$ cat src/rtl/mem_port_arbiter.sv
// mem_port_arbiter: shares one fixed-latency memory port between instruction fetch and data requesters
// Define MEM_ARB_RR_EN for round-robin arbitration; default build gives D fixed priority over IF.
module mem_port_arbiter #(
  parameter int AWIDTH = 32,
  parameter int DWIDTH = 32,
  parameter int MEM_LAT = 1
) (
  input  logic              clk,
  input  logic              rst,
  input  logic              if_req_i,
  input  logic [AWIDTH-1:0] if_addr_i,
  output logic              if_gnt_o,
  output logic              if_rvalid_o,
  output logic [DWIDTH-1:0] if_rdata_o,
  input  logic              d_req_i,
  input  logic              d_we_i,
  input  logic [AWIDTH-1:0] d_addr_i,
  input  logic [DWIDTH-1:0] d_wdata_i,
  output logic              d_gnt_o,
  output logic              d_rvalid_o,
  output logic [DWIDTH-1:0] d_rdata_o,
  output logic [AWIDTH-1:0] mem_addr_o,
  output logic [DWIDTH-1:0] mem_wdata_o,
  output logic              mem_read_en_o,
  output logic              mem_write_en_o,
  input  logic [DWIDTH-1:0] mem_rdata_i,
  output logic              busy_o
);
  generate
    if (MEM_LAT < 1 || MEM_LAT > 15) begin : g_bad_lat
      $error("mem_port_arbiter: MEM_LAT must be 1..15");
    end
  endgenerate
  typedef enum logic [1:0] {IDLE, ACCESS, RESP} state_t;
  state_t state, state_nxt;
  logic [3:0] cnt;
  logic owner_d, we_q, pick_d, gnt, done;
  logic [AWIDTH-1:0] addr_q;
  logic [DWIDTH-1:0] wdata_q, if_rdata_q, d_rdata_q;
`ifdef MEM_ARB_RR_EN
  logic last_d;
  assign pick_d = d_req_i && (!if_req_i || !last_d);
`else
  assign pick_d = d_req_i;
`endif
  always_comb begin
    d_gnt_o = state != ACCESS && pick_d;
    if_gnt_o = state != ACCESS && if_req_i && !pick_d;
    gnt = d_gnt_o || if_gnt_o;
    done = state == ACCESS && cnt == 4'(MEM_LAT - 1);
    state_nxt = gnt ? ACCESS : state == ACCESS ? (done ? RESP : ACCESS) : IDLE;
  end
  always_ff @(posedge clk or negedge rst) begin
    if (!rst) begin
      state <= IDLE;
      cnt <= '0;
      owner_d <= 1'b0;
      we_q <= 1'b0;
      addr_q <= '0;
      wdata_q <= '0;
      if_rdata_q <= '0;
      d_rdata_q <= '0;
`ifdef MEM_ARB_RR_EN
      last_d <= 1'b0;
`endif
    end else begin
      state <= state_nxt;
      cnt <= (state == ACCESS && !done) ? cnt + 4'd1 : 4'd0;
      if (gnt) begin
        owner_d <= d_gnt_o;
        we_q <= d_gnt_o && d_we_i;
        addr_q <= d_gnt_o ? d_addr_i : if_addr_i;
        wdata_q <= d_gnt_o ? d_wdata_i : wdata_q;
`ifdef MEM_ARB_RR_EN
        last_d <= d_gnt_o;
`endif
      end
      if (done && !owner_d) if_rdata_q <= mem_rdata_i;
      if (done && owner_d) d_rdata_q <= we_q ? '0 : mem_rdata_i;
    end
  end
  assign mem_addr_o = addr_q;
  assign mem_wdata_o = wdata_q;
  assign mem_read_en_o = state == ACCESS && !we_q;
  assign mem_write_en_o = state == ACCESS && we_q;
  assign if_rvalid_o = state == RESP && !owner_d;
  assign d_rvalid_o = state == RESP && owner_d;
  assign if_rdata_o = if_rdata_q;
  assign d_rdata_o = d_rdata_q;
  assign busy_o = state != IDLE;
endmodule

$ cat config.mk
export PLATFORM = sky130hd
export DESIGN_NAME = mem_port_arbiter
export DESIGN_NICKNAME = d
export VERILOG_FILES = /design/src/rtl/mem_port_arbiter.sv
export SDC_FILE = /design/constraint.sdc
export NUM_CORES = 1
export LEC_CHECK = 0
export CAP_MARGIN = 20
export CORE_MARGIN = 4
export CORE_UTILIZATION = 43
export DETAILED_ROUTE_END_ITERATION = 7
export GPL_TIMING_DRIVEN = 0
export PLACE_DENSITY_LB_ADDON = 0.15
export SETUP_SLACK_MARGIN = 0.5
export SLEW_MARGIN = 10
export SYNTH_ARGS = -nofsm -noshare
export SYNTH_HDL_FRONTEND = slang
export SYNTH_SLANG_ARGS = --single-unit
export TNS_END_PERCENT = 10
$ cat constraint.sdc
create_clock -name clk -period 2.3 [get_ports clk]
set_input_delay 0.46 -clock clk [delete_from_list [all_inputs] [get_ports clk]]
set_output_delay 0.46 -clock clk [all_outputs]
set_load 0.02 [all_outputs]
After elaboration in Yosys (flattened, before gate mapping)
Cells that the tools add are included.
{ "op_classes": {"n_mul": 0, "add_sub_neg": 1, "eq_ne": 3, "div": 0, "order_cmp": 0, "shifts": 0, "muxes": 6, "reduce_logical": 20, "bitwise_logic": 0} }
{ "op_table": {"columns": ["cell", "count"], "rows": [
  ["32-bit two-way mux", 2],
  ["1-bit logical AND", 12],
  ["2-bit two-way mux", 3],
  ["4-bit by 1-bit adder with 4-bit output (second input constant)", 1],
  ["1-bit zero test", 4],
  ["4-bit zero test", 1],
  ["4-bit two-way mux", 1],
  ["2-bit by 1-bit equality test with 1-bit output (second input constant)", 1],
  ["2-bit equality test (second input constant)", 1],
  ["2-bit by 1-bit inequality test with 1-bit output (second input constant)", 1],
  ["2-bit AND reduction", 1],
  ["2-bit nonzero test", 1],
  ["1-bit logical OR", 1]
]} }
{ "word_totals": {"mem_bits_ro": 0, "regBits": 136, "memories": 0, "elab_cells": 38, "latchBits": 0, "output_inout_bits": 135, "in_bits": 133, "ramBits": 0} }

Longest topological paths before layout
{ "logic_depth": {"word_depth": 5, "ltp_mapped": 7, "mapped_depth_nobuf": 5} }

Worst setup path before layout
Ideal clock, no wire load.
{ "synth_timing": {"kind": "input port to output port", "from": "in if_req_i", "to": "out if_gnt_o", "required_ns": 1.840, "cell_stages": 3, "slack_ns": 0.276, "arrival_time_ns": 1.564, "path_buffers": 2, "cell_sequence": "clkbuf_1 -> clkbuf_1 -> nor3b_1"} }
{ "synth_via": {"elab_chain_cells": 2} }
{ "synth_rtl": {"columns": ["item", "line", "source"], "rows": [
  ["start: declaration", "10", "input logic if_req_i,"],
  ["1-bit logical AND (2 in series)", "48", "if_gnt_o = state != ACCESS && if_req_i && !pick_d;"],
  ["end: declaration", "12", "output logic if_gnt_o,"]
]} }
Every way passes these cells.

Worst setup path in the final report
{ "layout_timing": {"from": "reg state[1]", "to": "out d_gnt_o"} }
{ "layout_via": {"elab_chain_cells": 2} }
{ "layout_rtl": {"columns": ["item", "line", "source"], "rows": [
  ["start: declaration", "35", "state_t state, state_nxt;"],
  ["start signal: assignment", "67", "state <= state_nxt;"],
  ["2-bit by 1-bit inequality test with 1-bit output", "47", "d_gnt_o = state != ACCESS && pick_d;"],
  ["1-bit logical AND", "47", null],
  ["end: declaration", "19", "output logic d_gnt_o,"]
]} }
Every way passes these cells.

==> results.py <==
metrics = {
    "power": {
        "ir_worst_vdd_mv": 0.900,
        "switching_share": 0.366,
        "power_leakage_nw": 4.36,
        "power_frac_comb": 0.527,
        "p_int_w": 0.00945,
        "power.switching_w": 0.00545,
        "p_per_area_nw_per_um2": 1490,
        "seqPwrFrac": 0.290,
        "clkPwrFrac": 0.182,
    },
    "timing": {
        "rsz0062_at_grt": "true",
        "slew_viol_final": 0,
        "finalHoldViolCount": 0,
        "setup_viol_count_final": 0,
        "relSlewSlack": 0.613,
        "period_needed_ns": 2.04,
        "fin_worst_skew_ns": 0.0152,
        "tightest_slew_ns": 0.580,
        "fmax_mhz": 490,
        "holdWs_ns": 0.0172,
        "setup_tns_ns": 0,
        "period_share": 0.887,
    },
    "grt": {
        "antenna_found_initial": 0,
        "use_met3": 0.0913,
        "grt_first_pass_wirelength_um": 30200,
        "gr-usage-all-layers": 0.234,
        "met1_usage": 0.278,
        "grt_most_used_layer": "met2",
        "use_met2": 0.398,
        "grt_overflow": 0,
        "grt_max_degree": 78,
        "first_global_vias": 5613,
    },
    "floorplanning": {
        "fp.coreArea_um2": 14000,
        "rows": 43,
        "die_area_um2": 16500,
        "die_y_um": 128,
        "io_pins": 268,
        "start_util": 0.444,
        "die_w_um": 128,
    },
    "logic_synthesis": {
        "netlist.area_leader.share": 0.546,
        "synth.cell_area_um2": 6240,
        "synth_seq_cells": 136,
        "ys_seq_area_frac": 0.546,
        "yosysMostFrequentCell": "dfrtp_1",
        "async_flop_share": 1.00,
        "syn_area_per_cell_um2": 12.5,
        "yosys_warnings": 0,
        "syn_inst": 499,
        "synth_ff_type": "dfrtp_1",
        "yosysUniqueCellTypes": 27,
        "synthTopCellsByArea": "dfrtp_1 55%, mux2_2 12%, mux2_4 7.2%, nor2b_1 6.5%, a31oi_1 6.4%",
        "synth_nets": 634,
        "synth_edf_count": 0,
        "synth_top_cells_by_count": "136 x dfrtp_1, 66 x mux2_2, 65 x nor2b_1",
        "yosysTopAreaCell": "dfrtp_1",
    },
    "drt": {
        "drt-pass1-iter-count": 5,
        "vias": 5325,
        "wl_per_cell_um": 19.3,
        "via_per_inst": 5.34,
        "ant_nets": 0,
        "route.detailed.drc": 0,
        "drt_iter0_drc": 210,
        "drt-total-wl_um": 19300,
    },
    "setup_path": {
        "worst_setup_path_start_kind": "flip-flop",
        "crit_arrival_ns": 1.58,
        "crit_type": "reg2out",
        "crit_fanout": 4,
        "required_ns": 1.84,
        "critPathCaptureType": "primary output",
    },
    "cts": {
        "cts.htree.levels": 4,
        "cts.sinks": 136,
        "clock_latency_ns": 0.42,
        "cts_buffer_depth": 2,
        "cts.clk_slew.worst_paths_ns": 0.06,
        "cts_tree": "yes",
        "cts_root_buf": "clkbuf_16",
        "cts_buffers": 17,
    },
    "final_layout": {
        "drive_above_1_share": 0.226,
        "final_util": 0.713,
        "multi_input_area_um2": 2670,
        "seq_area_um2": 3410,
        "area_delta_synth_final_pct": 60.5,
        "final_nets": 940,
        "final.fill_count": 982,
        "n_antenna_cell": 0,
    },
    "min_path": {
        "hold_path_class": "in2async",
    },
    "placed_design": {
        "gp_congestion": 0.882,
        "dp_hpwl_um": 13900,
        "port_buffers": 267,
    },
    "flow_run": {
        "maxCapViolations": 0,
    },
    "run_status": {
        "status": "finished, final reports clean",
    },
}
[path summary, 6_finish.rpt]
path                                  to     startpoint  cells after the start  slack, ns
max in group asynchronous           we_q            rst                      2       1.48
min in group clk           d_rdata_o[17]  d_rdata_o[17]                      1       0.50
hold reg to reg            d_rdata_o[17]  d_rdata_o[17]                      1       0.50
setup reg to reg           if_rdata_o[9]         cnt[0]                      7       0.38
setup / recovery                 d_gnt_o       state[1]                      6       0.26
hold / removal             if_rdata_o[6]            rst                      1       0.02
[metal layers]
| metal | part of all wire | wire (µm) | up-vias |
|---|---|---|---|
| met5 | 0 | 0 | - |
| met4 | 0.014 | 261 | 0 |
| met3 | 0.087 | 1690 | 22 |
| met2 | 0.52 | 9980 | 234 |
| met1 | 0.38 | 7370 | 2669 |
| li1 | - | - | 2400 |
[power groups by stage]
stage	sequential [W]	clock [W]	combinational, W
floorplan	0.00561	0	0.00274
global placement	0.00429	0	0.00738
detailed placement	0.00436	0	0.00750
CTS	0.00432	0.00277	0.00790
global route	0.00446	0.00288	0.00834
finish	0.00433	0.00272	0.00786
[through the flow]
step	std cells	setup WS [ns]	area (µm²)	power, W
4_1_cts	992	0.244	9960	0.0150
6_report	998	0.260	10000	0.0149
3_5_place_dp	947	-0.977	9170	0.0119
2_1_floorplan	499	0.505	6250	0.00835
3_3_place_gp	946	-4.59	9150	0.0117
5_1_grt	998	0.210	10000	0.0157
[cell usage in the layout (no fill, tap or decap), types with 2 or more instances in the layout]
master and n:
clkdlybuf4s50_1 258, dfrtp_1 133, mux2_2 66, nor2b_1 64
a31oi_1 64, and3b_1 33, o21ai_0 33, mux2_4 30
clkbuf_1 24, buf_4 19, clkbuf_16 18, buf_6 9
buf_2 9, clkinv_2 8, nor2_1 4, clkbuf_4 4
nor3_1 3, bufinv_16 3, dfrtp_2 3, inv_1 2
and2_4 2, nand2b_1 2, nor3b_1 2, clkbuf_8 2
ha_1 2
[worst max-delay path: stages (launching register included)]
cell and delay (ns):
dfrtp_2 0.40, nand2b_4 0.14, buf_6 0.12, and2_4 0.15, buf_6 0.11, buf_12 0.11, buf_8 0.12
[cell families (layout without fill, tap and decap cells)]
logic type	after synthesis	after routing	share of synthesized area
buffers and inverters	44	363	0.0319
AO/OA/AOI/OAI	100	100	0.0941
XOR/XNOR	1	1	0.00140
AND/OR/NAND/NOR	120	120	0.131
adder cells (fa/ha/maj)	2	2	0.00401
multiplexers	96	96	0.191
flip-flops	136	136	0.546
[what timing repair did]
action,in CTS,in global routing
setup endpoints to repair,257,237
pin swaps,0,0
resized for setup,75,3
gates cloned,0,0
hold buffers,0,0
setup buffers,13,6
[cell type report]
class | instances | area share
repair buffers | 287 | 0.283
clock buffers | 18 | 0.0429
well taps | 180 | 0.0225
clock inverters | 14 | 0.0155
plain buffers | 42 | 0.0281
flip-flops and latches | 136 | 0.340
inverters | 2 | 0.000750
multi-input cells | 319 | 0.267
[sequential cells by signal, summed over array words and instances, names as in the netlist]
| register | flops |
|---|---|
| state | 2 |
| d_rdata_o | 32 |
| mem_wdata_o | 32 |
| cnt | 4 |
| we_q | 1 |
| if_rdata_o | 32 |
| owner_d | 1 |
| mem_addr_o | 32 |
No activity file was read; power rests on OpenSTA's default activity.
